$ cat src/rtl/pipe_stage_reg.sv
// pipe_stage_reg: elastic pipeline-stage register with a valid/ready handshake
// on both sides, a synchronous flush that inserts a bubble word, an optional
// 2-entry skid buffer, and saturating stall/flush counters for debug.
module pipe_stage_reg #(
  parameter int                 DATA_W     = 32,
  parameter logic [DATA_W-1:0]  BUBBLE_VAL = '0,
  parameter int                 SKID       = 1,
  parameter int                 CNT_W      = 16
) (
  input  logic              clk,
  input  logic              rst_n,
  input  logic              flush,
  input  logic              keep,
  input  logic              in_valid,
  output logic              in_ready,
  input  logic [DATA_W-1:0] in_data,
  output logic              out_valid,
  input  logic              out_ready,
  output logic [DATA_W-1:0] out_data,
  output logic [CNT_W-1:0]  stall_cnt,
  output logic [CNT_W-1:0]  flush_cnt
);

  localparam logic [CNT_W-1:0] CNT_ONE = {{(CNT_W-1){1'b0}}, 1'b1};
  localparam logic [CNT_W-1:0] CNT_MAX = '1;

  logic              main_valid;
  logic [DATA_W-1:0] main_data;
  logic              skid_valid;
  logic              accept;
  logic              do_release;
  logic              stall_event;
  logic              flush_event;

  // The main register is what downstream sees; an empty stage shows the bubble.
  assign out_valid  = main_valid;
  assign out_data   = main_valid ? main_data : BUBBLE_VAL;
  assign accept     = in_valid & in_ready;
  assign do_release = main_valid & out_ready & ~keep;

  generate
    if (SKID != 0) begin : g_skid
      logic [DATA_W-1:0] skid_data;
      logic              skid_valid_q;

      assign skid_valid = skid_valid_q;
      assign in_ready   = ~skid_valid_q & ~keep & ~flush;

      // Main/skid pair: overflow parks in the skid entry, which refills main first.
      always_ff @(posedge clk or negedge rst_n) begin
        if (!rst_n) begin
          main_valid   <= 1'b0;
          main_data    <= BUBBLE_VAL;
          skid_valid_q <= 1'b0;
          skid_data    <= BUBBLE_VAL;
        end else if (flush) begin
          main_valid   <= 1'b0;
          main_data    <= BUBBLE_VAL;
          skid_valid_q <= 1'b0;
        end else if (!main_valid) begin
          if (accept) begin
            main_valid <= 1'b1;
            main_data  <= in_data;
          end
        end else if (do_release) begin
          if (skid_valid_q) begin
            main_data    <= skid_data;
            skid_valid_q <= 1'b0;
          end else if (accept) begin
            main_data <= in_data;
          end else begin
            main_valid <= 1'b0;
            main_data  <= BUBBLE_VAL;
          end
        end else if (accept) begin
          skid_valid_q <= 1'b1;
          skid_data    <= in_data;
        end
      end
    end else begin : g_noskid
      assign skid_valid = 1'b0;
      assign in_ready   = (~main_valid | out_ready) & ~keep & ~flush;

      // Single register: refill on accept, drain to the bubble on a bare release.
      always_ff @(posedge clk or negedge rst_n) begin
        if (!rst_n) begin
          main_valid <= 1'b0;
          main_data  <= BUBBLE_VAL;
        end else if (flush) begin
          main_valid <= 1'b0;
          main_data  <= BUBBLE_VAL;
        end else if (accept) begin
          main_valid <= 1'b1;
          main_data  <= in_data;
        end else if (do_release) begin
          main_valid <= 1'b0;
          main_data  <= BUBBLE_VAL;
        end
      end
    end
  endgenerate

  assign stall_event = ~flush & (keep | (main_valid & ~out_ready));
  assign flush_event = flush & (main_valid | skid_valid);

  // Saturating performance counters; flush cycles never count as stalls.
  always_ff @(posedge clk or negedge rst_n) begin
    if (!rst_n) begin
      stall_cnt <= '0;
      flush_cnt <= '0;
    end else begin
      if (stall_event && (stall_cnt != CNT_MAX)) begin
        stall_cnt <= stall_cnt + CNT_ONE;
      end
      if (flush_event && (flush_cnt != CNT_MAX)) begin
        flush_cnt <= flush_cnt + CNT_ONE;
      end
    end
  end

endmodule

$ cat config.mk
export PLATFORM = sky130hd
export DESIGN_NAME = pipe_stage_reg
export DESIGN_NICKNAME = d
export VERILOG_FILES = /design/src/rtl/pipe_stage_reg.sv
export SDC_FILE = /design/constraint.sdc
export NUM_CORES = 1
export LEC_CHECK = 0
export BUFFER_PORTS_ARGS = -buffer_cell sky130_fd_sc_hd__buf_2
export CAP_MARGIN = 25
export CORE_MARGIN = 2
export CORE_UTILIZATION = 59
export DETAILED_ROUTE_END_ITERATION = 8
export PLACE_DENSITY = 0.91
export SYNTH_ARGS = -nofsm -noshare
export SYNTH_HDL_FRONTEND = slang
export SYNTH_SLANG_ARGS = --single-unit
$ cat constraint.sdc
create_clock -name clk -period 2.4 [get_ports clk]
set_input_delay 0.24 -clock clk [delete_from_list [all_inputs] [get_ports clk]]
set_output_delay 0.24 -clock clk [all_outputs]
set_load 0.01 [all_outputs]
==> impl_metrics.py, run 1 <==
metrics = {
    "sta": {
        "final.min_clock_period_ns": 2.23,
        "worst_pin_slew_ns": 0.896,
        "max-slew-margin-rel_pct": 40.2,
        "timing.final.crit_share_pct": 92.9,
        "setup-tns-final_ns": 0,
        "unrepaired_setup_endpoints_after_global_routing": "false",
        "finalClockSkew_ns": 0.00879,
        "final_max_slew_viol_count": 0,
        "timing_hold_violations_final": 0,
        "fmax_mhz": 448,
        "setup-violations-final": 0,
    },
    "detailed_routing": {
        "dr_total_vias": 3277,
        "routedWlPerCell_um": 16.4,
        "postRouteWirelength_mm": 9.53,
        "drt_iter0_drc": 146,
        "drt_pre_antenna_iters": 4,
        "ant_nets": 0,
        "drc": 0,
        "via_per_inst": 5.65,
    },
    "synthesis": {
        "synthesis.area_per_instance_um2": 13.0,
        "netlist.top_cell.by_area": "sky130_fd_sc_hd__dfrtp_1",
        "synth_top_cells_by_area": "sky130_fd_sc_hd__dfrtp_1 51%, sky130_fd_sc_hd__mux2_4 9.4%, sky130_fd_sc_hd__mux2_2 8.7%, sky130_fd_sc_hd__a22o_1 5.8%, sky130_fd_sc_hd__and2_1 4.2%",
        "postSynthRegisterBits": 98,
        "mappedNetlistNets": 410,
        "number_of_enable_type_register_cells_in_the_synthesized_netlist": 0,
        "mappedNetlistArea_um2": 4810,
        "synth_most_common_cell": "sky130_fd_sc_hd__dfrtp_1",
        "synthDominantCellAreaShare_pct": 51.0,
        "synth_ff_type": "sky130_fd_sc_hd__dfrtp_1",
        "synth-warning-count": 0,
        "syn_inst": 370,
        "yosysUniqueCellTypes": 41,
        "synth_sequential_area_ratio_pct": 51.0,
        "ys_top_cells_by_count": "98 x sky130_fd_sc_hd__dfrtp_1, 37 x sky130_fd_sc_hd__mux2_2, 32 x sky130_fd_sc_hd__a22o_1, 32 x sky130_fd_sc_hd__and2_1, 30 x sky130_fd_sc_hd__mux2_4",
        "ys_async_sr_fraction_pct": 100,
    },
    "floorplanning": {
        "floorplan.initialDensity_pct": 61.6,
        "die_area_um2": 8890,
        "core_area_um2": 7810,
        "num_io_pins": 104,
        "die-width_um": 94.3,
        "floorplan.die.height_um": 94.3,
        "core.rowCount": 32,
    },
    "clock_tree": {
        "cts_sinks": 98,
        "ctsRootBufferMaster": "sky130_fd_sc_hd__clkbuf_8",
        "cts_tree": "built",
        "cts_repair_resize_count": 0,
        "cts_made_buffers": 9,
        "insertion_delay_ns": 0.35,
        "max-clock-path-buffers": 2,
        "postCtsSetupRepairBufs": 0,
        "postCtsHoldBufs": 0,
        "htree_num_levels": 3,
        "cts.reportedPaths.clkPinSlew_ns": 0.09,
    },
    "worst_setup_path": {
        "critPathCaptureType": "flop",
        "timing.critical_path.from_type": "flop",
        "arrival_ns": 2.47,
        "crit_fanout": 23,
        "setup.worst_path.class": "flop to flop",
        "required_time_at_the_endpoint_of_the_critical_path_ns": 2.64,
    },
    "power": {
        "p_leak_nw": 2.96,
        "power-per-cell-area_nw_per_um2": 717,
        "max-vdd-ir-drop_mv": 0.562,
    },
    "placement": {
        "place_congestion": 0.790,
        "detailed_place_hpwl_mm": 6.75,
        "place.port_buffers": 103,
    },
    "layout": {
        "n_antenna_cell": 0,
        "share_of_post_route_cells_with_drive_strength_above_1_pct": 43.9,
        "nets": 513,
        "layout-area-overhead-vs-synth_pct": 16.7,
        "final_util_pct": 71.9,
    },
    "grt": {
        "grt_first_pass_wirelength_mm": 15.6,
        "grt_usage_pct": 22.8,
        "grt_max_degree": 75,
        "grt_ovf": 0,
        "grt_antenna_before_repair": 0,
        "grt_pass1_vias": 3293,
    },
    "status": {
        "run_status": "finished clean",
    },
    "flow_run": {
        "maxcap_viol_count": 0,
    },
    "worst_hold_path": {
        "hp-class": "input pin to async pin",
    },
}
per-layer routing:
metal	GRT usage, %	part of all wire (%)	vias to the layer above
met4	5.43	1.2	0
met1	28.6	43	1635
met5	0	0	-
met3	6.02	5.6	12
li1	-	-	1543
met2	39.4	50	87
path summary, 6_finish.rpt:
path | slack, ns | endpoint | cells past startpoint | from
setup / recovery | 0.17 | main_data[23] | 5 | out_valid
setup reg to reg | 0.17 | main_data[23] | 5 | out_valid
min in group clk | 0.13 | g_skid.skid_data[15] | 2 | in_data[15]
hold / removal | 0.003 | main_data[29] | 1 | rst_n
max in group asynchronous | 1.63 | g_skid.skid_valid_q | 2 | rst_n
hold reg to reg | 0.50 | stall_cnt[7] | 1 | stall_cnt[7]
power breakdown:
| group | switching (W) | internal [W] |
|---|---|---|
| sequential | 0.000207 | 0.00190 |
| clock | 0.000567 | 0.000620 |
| combinational | 0.000339 | 0.000390 |
| total | 0.00111 | 0.00291 |
critical path, stage by stage, from the launching register on:
cell	delay, ns
sky130_fd_sc_hd__dfrtp_1	0.51
sky130_fd_sc_hd__or3b_1	0.18
sky130_fd_sc_hd__a21oi_2	0.07
sky130_fd_sc_hd__nor2_4	0.68
sky130_fd_sc_hd__buf_4	0.35
sky130_fd_sc_hd__mux2_4	0.32
final cells by class:
class | count | area (um^2)
Timing Repair Buffer | 113 | 613
Clock inverter | 6 | 87.6
Fill cell | 560 | 2200
Tap cell | 102 | 128
Inverter | 2 | 7.51
Clock buffer | 10 | 138
Sequential cell | 98 | 2450
Multi-Input combinational cell | 249 | 2180
stage by stage:
step                      cell area (um^2)  std cells  hold slack, ns  power [W]  setup WS (ns)
after floorplan                       4810        370         -0.0556    0.00258          0.641
after global placement                5360        563           0.421    0.00282          0.230
after detailed placement              5390        564           0.428    0.00287          0.149
after CTS                             5610        580          0.0435    0.00405          0.145
after global routing                  5610        580          0.0746    0.00424         0.0485
final                                 5610        580         0.00250    0.00402          0.169
kinds of logic after synthesis:
| family | Yosys count | share of synthesized area (%) |
|---|---|---|
| simple gates | 110 | 13.8 |
| flops | 98 | 51.0 |
| mux | 67 | 18.0 |
| compound gates | 43 | 7.89 |
| xor+xnor | 27 | 4.92 |
| buf+inv | 23 | 3.77 |
| fa+ha+maj | 2 | 0.520 |
registers in the layout (all words and copies together), names as in the netlist:
| register | flops |
|---|---|
| flush_cnt | 16 |
| g_skid.skid_data | 32 |
| g_skid.skid_valid_q | 1 |
| main_data | 32 |
| out_valid | 1 |
| stall_cnt | 16 |
placed cells by master (no fill, tap or decap), drive strengths merged, types with 2 or more instances in the layout:
master | synthesis | routed
and2 | 32 | 32
xor2 | 22 | 22
nor4 | 7 | 7
a31oi | 2 | 2
inv | 2 | 4
o21ai | 2 | 2
a21oi | 3 | 3
nor3 | 14 | 14
nor2 | 8 | 8
nor3b | 5 | 5
ha | 2 | 2
nand2 | 13 | 13
and4 | 3 | 3
mux2 | 67 | 67
nand4 | 11 | 11
dfrtp | 98 | 98
or2 | 2 | 2
a22o | 32 | 32
or3b | 2 | 2
and3 | 5 | 5
xnor2 | 5 | 5
clkbuf | 4 | 10
buf | 17 | 113
clkinv | 0 | 2
bufinv | 0 | 2
nand3 | 5 | 5
Note: power is estimated with default switching activity, not from simulation.
==> run 2: changes to the inputs <==
- ABC_AREA: default -> 1
- CORE_UTILIZATION: 59 -> 61
==> run 2 against run 1 <==
Die area rose by 15%. Count of clock-buffer cells in the layout is 1 lower. Cell count increased by 84%. Largest power group unchanged. Register-to-register slack improved by 0.19 ns. Critical path type unchanged.
==> impl_metrics.py, run 2 <==
metrics = {
    "status": {
        "run_status": "finished clean",
    },
    "power": {
        "p_leak_nw": 3.75,
        "max-vdd-ir-drop_mv": 0.476,
        "internal_power_w": 0.00298,
        "swShare_pct": 33.8,
        "switch_pwr_w": 0.00152,
        "share_clk_of_total_power_pct": 26.0,
        "seq_power_share_pct": 50.5,
        "power-per-cell-area_nw_per_um2": 682,
        "power.combinational.fraction_pct": 23.5,
    },
    "clock_tree": {
        "insertion_delay_ns": 0.35,
        "cts_sinks": 98,
        "max-clock-path-buffers": 2,
        "cts_made_buffers": 9,
        "postCtsSetupRepairBufs": 0,
        "ctsRootBufferMaster": "sky130_fd_sc_hd__clkbuf_8",
        "cts_tree": "built",
        "cts.reportedPaths.clkPinSlew_ns": 0.10,
        "postCtsHoldBufs": 1,
        "htree_num_levels": 3,
        "cts_repair_resize_count": 0,
    },
    "synthesis": {
        "synth_most_common_cell": "sky130_fd_sc_hd__nand2_1",
        "mappedNetlistNets": 898,
        "mappedNetlistArea_um2": 5760,
        "synth_top_family_by_area": "simple AND/OR/NAND/NOR gates",
        "synth_mux_area_share_pct": 0,
        "netlist.top_cell.by_area": "sky130_fd_sc_hd__dfrtp_1",
        "synth_ff_type": "sky130_fd_sc_hd__dfrtp_1",
        "post_synthesis_adder_cell_area_fraction_pct": 0.435,
        "number_of_enable_type_register_cells_in_the_synthesized_netlist": 0,
        "synth-xor-area-share_pct": 2.28,
        "compound_cell_area_share_of_the_yosys_netlist_pct": 7.89,
        "ys_top_cells_by_count": "420 x sky130_fd_sc_hd__nand2_1, 98 x sky130_fd_sc_hd__dfrtp_1, 87 x sky130_fd_sc_hd__inv_1",
        "synthesis.area_per_instance_um2": 6.71,
        "yosysUniqueCellTypes": 27,
        "postSynthRegisterBits": 98,
        "synth_top_cells_by_area": "sky130_fd_sc_hd__dfrtp_1 43%, sky130_fd_sc_hd__nand2_1 27%, sky130_fd_sc_hd__o21ai_0 6.8%, sky130_fd_sc_hd__inv_1 5.7%, sky130_fd_sc_hd__nand3_1 4.6%",
        "synth_sequential_area_ratio_pct": 42.6,
        "ys_async_sr_fraction_pct": 100,
        "synth-warning-count": 0,
        "synth_simple_gate_area_share_pct": 37.1,
        "synthDominantCellAreaShare_pct": 42.6,
        "syn_inst": 858,
    },
    "detailed_routing": {
        "drc": 0,
        "via_per_inst": 5.24,
        "drt_iter0_drc": 345,
        "routedWlPerCell_um": 12.9,
        "postRouteWirelength_mm": 13.8,
        "ant_nets": 0,
        "dr_total_vias": 5609,
        "drt_pre_antenna_iters": 4,
    },
    "grt": {
        "grt_usage_pct": 28.6,
        "grt_ovf": 0,
        "grt_first_pass_wirelength_mm": 23.7,
        "grt_antenna_before_repair": 0,
        "grt_max_degree": 48,
        "grt_pass1_vias": 5165,
    },
    "worst_setup_path": {
        "crit_fanout": 21,
        "critPathCaptureType": "flop",
        "required_time_at_the_endpoint_of_the_critical_path_ns": 2.63,
        "critical_path.endpoint": "flush_cnt[3]",
        "worstReg2RegStart": "out_valid",
        "timing.critical_path.from": "out_valid",
        "reg2reg_depth": 6,
        "regToRegSetupSlack_ns": 0.36,
        "capturing_point_of_the_worst_reg2reg_path": "flush_cnt[3]",
        "timing.critical_path.from_type": "flop",
        "arrival_ns": 2.27,
        "setup.worst_path.class": "flop to flop",
    },
    "sta": {
        "timing_hold_violations_final": 0,
        "worst_slack_ns": 0.359,
        "final.min_clock_period_ns": 2.04,
        "unrepaired_setup_endpoints_after_global_routing": "false",
        "fmax_mhz": 490,
        "setup-violations-final": 0,
        "timing.final.crit_share_pct": 85.0,
        "setup-tns-final_ns": 0,
        "final_max_slew_viol_count": 0,
        "worst_pin_slew_ns": 0.750,
        "max-slew-margin-rel_pct": 50.0,
        "finalClockSkew_ns": 0.0110,
    },
    "layout": {
        "top_flop_regs": "g_skid.skid_data (32), main_data (32)",
        "n_antenna_cell": 0,
        "area.sequential_um2": 2450,
        "share_of_post_route_cells_with_drive_strength_above_1_pct": 16.4,
        "nets": 995,
        "multiInputGateArea_um2": 2750,
        "most_common_cell_after_layout_fill_and_taps_aside": "sky130_fd_sc_hd__nand2_1",
        "layout-area-overhead-vs-synth_pct": 14.6,
        "nFillCells": 771,
        "commonest_cells_after_routing_fill_and_taps_aside": "420 x sky130_fd_sc_hd__nand2_1, 102 x sky130_fd_sc_hd__buf_2, 98 x sky130_fd_sc_hd__dfrtp_1, 87 x sky130_fd_sc_hd__inv_1, 78 x sky130_fd_sc_hd__o21ai_0",
    },
    "floorplanning": {
        "floorplan.die.height_um": 101,
        "core.rowCount": 35,
        "num_io_pins": 104,
        "die-width_um": 101,
        "floorplan.initialDensity_pct": 62.6,
        "core_area_um2": 9200,
        "die_area_um2": 10200,
    },
    "placement": {
        "detailed_place_hpwl_mm": 9.58,
        "place_worst_setup_slack_ns": 0.389,
        "place.port_buffers": 103,
        "place_congestion": 0.867,
    },
    "worst_hold_path": {
        "hp-class": "input pin to flop",
    },
    "flow_run": {
        "maxcap_viol_count": 0,
    },
}
[run 2: cell count changes in the layout (fill, tap and decap cells not counted), moves of 15 or more]
cell                      previous run  this run
sky130_fd_sc_hd__nand2_1            13       420
sky130_fd_sc_hd__inv_1               1        87
sky130_fd_sc_hd__o21ai_0             0        78
sky130_fd_sc_hd__nand3_1             5        53
sky130_fd_sc_hd__mux2_2             37         0
sky130_fd_sc_hd__a22o_1             32         0
sky130_fd_sc_hd__and2_1             32         0
sky130_fd_sc_hd__mux2_4             30         0
sky130_fd_sc_hd__nor2_1              6        35
sky130_fd_sc_hd__xor2_1             22         7
[run 2: cells by family (layout without fill, tap and decap cells)]
kind of cell	Yosys count	count (layout)
adders and majority gates	2	2
xor gates and xnor gates	15	15
AOI/OAI and AO/OA	84	84
and+or+nand+nor	531	531
buffers and inverters	128	229
DFF	98	98
[run 2: metrics by stage]
| stage | total power, W | util, % | std cells | area [um^2] | hold slack (ns) |
|---|---|---|---|---|---|
| after global placement | 0.00331 | 69.3 | 1054 | 6370 | 0.291 |
| after CTS | 0.00452 | 71.7 | 1070 | 6600 | 0.102 |
| final | 0.00450 | 71.7 | 1070 | 6600 | 0.108 |
| after floorplan | 0.00293 | - | 858 | 5760 | -0.0556 |
| after detailed placement | 0.00336 | 69.3 | 1054 | 6370 | 0.289 |
| after global routing | 0.00480 | 71.7 | 1070 | 6600 | 0.114 |
[run 2: final cells by class]
| type | count | share of cell area, % |
|---|---|---|
| Multi-Input combinational cell | 632 | 41.6 |
| Sequential cell | 98 | 37.2 |
| Timing Repair Buffer | 125 | 10.8 |
| Inverter | 89 | 5.06 |
| Tap cell | 111 | 2.11 |
| Clock buffer | 9 | 1.88 |
| Clock inverter | 6 | 1.37 |
[run 2: worst max-delay path, stage by stage, from the launching register on]
cell	delay, ns
sky130_fd_sc_hd__dfrtp_1	0.68
sky130_fd_sc_hd__buf_4	0.32
sky130_fd_sc_hd__nor2_1	0.07
sky130_fd_sc_hd__nor2_2	0.20
sky130_fd_sc_hd__o21ai_2	0.18
sky130_fd_sc_hd__nand2_2	0.33
sky130_fd_sc_hd__o21ai_0	0.14
[run 2: layer usage]
| layer | vias up | global-route usage (%) | part of all wire, % |
|---|---|---|---|
| met5 | - | 0 | 0 |
| met1 | 2555 | 40.3 | 46 |
| met4 | 0 | 10.2 | 2.0 |
| met3 | 29 | 3.04 | 6.2 |
| met2 | 194 | 46.3 | 46 |
| li1 | 2831 | - | - |
[run 2: power by group through the flow]
stage          logic (W)  clock network (W)  registers, W
2_1_floorplan   0.000648                  0       0.00229
3_3_place_gp     0.00102                  0       0.00229
3_5_place_dp     0.00106                  0       0.00230
4_1_cts          0.00106            0.00119       0.00227
5_1_grt          0.00122            0.00126       0.00232
6_report         0.00106            0.00117       0.00227
[run 2: worst min path at each step]
stage | from | to | slack, ns | cells after the start
2_1_floorplan | rst_n | flush_cnt[0] | -0.06 | 0
3_3_place_gp | rst_n | main_data[5] | 0.29 | 1
3_5_place_dp | rst_n | main_data[5] | 0.29 | 1
4_1_cts | in_data[1] | g_skid.skid_data[1] | 0.10 | 3
5_1_grt | in_data[11] | g_skid.skid_data[11] | 0.11 | 3
6_report | in_data[1] | g_skid.skid_data[1] | 0.11 | 3
==> run 3: changes to the inputs <==
- CORE_UTILIZATION: 61 -> 57
- PLACE_DENSITY: 0.91 -> 0.86
- clock period: 2.4 -> 2.3 ns (I/O delays scaled with it)
==> run 3 against run 2 <==
Critical endpoint is now main_data[0]. Register-to-register slack gained 0.05 ns. Cell count grew 1.8%. Worst setup slack better by 0.052 ns.
==> impl_metrics.py, run 3 (same netlist as run 2, synthesis figures left out) <==
metrics = {
    "power": {
        "p_leak_nw": 3.74,
        "max-vdd-ir-drop_mv": 0.462,
        "power-per-cell-area_nw_per_um2": 711,
    },
    "worst_hold_path": {
        "hold-path-cell-count": 3,
        "hold_path_start": "in_data[1]",
        "hp-class": "input pin to flop",
        "whs_endpoint": "g_skid.skid_data[1]",
    },
    "sta": {
        "timing.final.crit_share_pct": 82.2,
        "timing_hold_violations_final": 0,
        "unrepaired_setup_endpoints_after_global_routing": "false",
        "fmax_mhz": 529,
        "final.min_clock_period_ns": 1.89,
        "finalClockSkew_ns": 0.0119,
        "setup-violations-final": 0,
        "setup-tns-final_ns": 0,
        "max-slew-margin-rel_pct": 58.3,
        "final_max_slew_viol_count": 0,
        "worst_pin_slew_ns": 0.625,
    },
    "grt": {
        "grt_antenna_before_repair": 0,
        "grt_first_pass_wirelength_mm": 23.9,
        "grt_pass1_vias": 5149,
        "grt_max_degree": 62,
        "grt_usage_pct": 26.5,
        "grt_ovf": 0,
    },
    "worst_setup_path": {
        "timing.critical_path.from_type": "flop",
        "worstReg2RegStart": "out_valid",
        "capturing_point_of_the_worst_reg2reg_path": "main_data[0]",
        "critPathCaptureType": "flop",
        "setup.worst_path.class": "flop to flop",
        "regToRegSetupSlack_ns": 0.41,
        "crit_fanout": 22,
        "reg2reg_depth": 7,
        "required_time_at_the_endpoint_of_the_critical_path_ns": 2.61,
        "arrival_ns": 2.20,
    },
    "clock_tree": {
        "insertion_delay_ns": 0.35,
        "cts_made_buffers": 9,
        "max-clock-path-buffers": 2,
        "htree_num_levels": 3,
        "ctsRootBufferMaster": "sky130_fd_sc_hd__clkbuf_8",
        "postCtsHoldBufs": 1,
        "cts_tree": "built",
        "cts.reportedPaths.clkPinSlew_ns": 0.10,
        "postCtsSetupRepairBufs": 0,
        "cts_sinks": 98,
        "cts_repair_resize_count": 0,
    },
    "layout": {
        "layout-area-overhead-vs-synth_pct": 14.5,
        "n_antenna_cell": 0,
        "share_of_post_route_cells_with_drive_strength_above_1_pct": 15.9,
        "commonest_cells_after_routing_fill_and_taps_aside": "420 x sky130_fd_sc_hd__nand2_1, 102 x sky130_fd_sc_hd__buf_2, 98 x sky130_fd_sc_hd__dfrtp_1, 87 x sky130_fd_sc_hd__inv_1, 78 x sky130_fd_sc_hd__o21ai_0",
        "most_common_cell_after_layout_fill_and_taps_aside": "sky130_fd_sc_hd__nand2_1",
        "nets": 991,
        "final_util_pct": 67.4,
        "top_flop_regs": "g_skid.skid_data (32), main_data (32)",
    },
    "placement": {
        "place_congestion": 0.889,
        "place.port_buffers": 103,
        "detailed_place_hpwl_mm": 9.49,
    },
    "detailed_routing": {
        "drc": 0,
        "ant_nets": 0,
        "routedWlPerCell_um": 12.8,
        "drt_pre_antenna_iters": 5,
        "drt_iter0_drc": 284,
        "postRouteWirelength_mm": 13.9,
        "dr_total_vias": 5652,
        "via_per_inst": 5.19,
    },
    "floorplanning": {
        "core_area_um2": 9770,
        "die-width_um": 105,
        "num_io_pins": 104,
        "core.rowCount": 36,
        "die_area_um2": 10900,
        "floorplan.die.height_um": 105,
        "floorplan.initialDensity_pct": 58.9,
    },
    "status": {
        "run_status": "finished clean",
    },
    "flow_run": {
        "maxcap_viol_count": 0,
    },
}
-- run 3: changes by cell type in the layout (fill, tap and decap cells not counted) --
cell                         previous run  this run
sky130_fd_sc_hd__clkinv_4               0         1
sky130_fd_sc_hd__clkinvlp_4             1         0
sky130_fd_sc_hd__clkinv_2               1         2
sky130_fd_sc_hd__clkbuf_1               0         2
sky130_fd_sc_hd__buf_4                 20        16
sky130_fd_sc_hd__inv_6                  2         0
-- run 3: how the worst max path moves through the flow --
stage / cells past startpoint / endpoint / startpoint / slack (ns)
floorplan: 9 / stall_cnt[3] / stall_cnt[0] / 0.64
global placement: 8 / stall_cnt[15] / stall_cnt[0] / 0.50
detailed placement: 7 / main_data[0] / out_valid / 0.42
CTS: 7 / main_data[0] / out_valid / 0.41
global route: 6 / g_skid.skid_data[22] / out_valid / 0.25
finish: 7 / main_data[0] / out_valid / 0.41
-- run 3: per-layer routing --
layer,track usage [%],part of all wire (%)
met4,10.0,2.0
met1,38.6,45
met2,40.9,47
met5,0,0
met3,2.63,6.6
-- run 3: report_power, final --
group	internal, W	switching (W)
Combinational	0.000416	0.000694
Clock	0.000613	0.000596
Sequential	0.00207	0.000294
-- run 3: cell type report --
type                            instances  area, um^2
Tap cell                              133         166
Timing Repair Buffer                  121         681
Clock buffer                           11         131
Sequential cell                        98        2450
Fill cell                             855        3180
Multi-Input combinational cell        632        2750
Inverter                               89         334
Clock inverter                          5        78.8
-- run 3: critical path: stages, from the launching register on --
cell and delay [ns]:
sky130_fd_sc_hd__dfrtp_1 0.51, sky130_fd_sc_hd__buf_4 0.31, sky130_fd_sc_hd__nor2_2 0.07, sky130_fd_sc_hd__buf_4 0.22, sky130_fd_sc_hd__a21oi_4 0.36, sky130_fd_sc_hd__buf_12 0.22, sky130_fd_sc_hd__nand2_1 0.08, sky130_fd_sc_hd__nand2_1 0.07
-- run 3: per-stage QoR --
stage                     total power, W  worst slack [ns]  hold WS, ns  cell area, um^2  instances
final                            0.00468             0.410       0.0965             6590       1089
after detailed placement         0.00350             0.419        0.233             6370       1072
after CTS                        0.00470             0.411       0.0918             6590       1089
after global routing             0.00500             0.248        0.101             6590       1089
after global placement           0.00345             0.498        0.231             6370       1072
after floorplan                  0.00306             0.640      -0.0656             5760        858
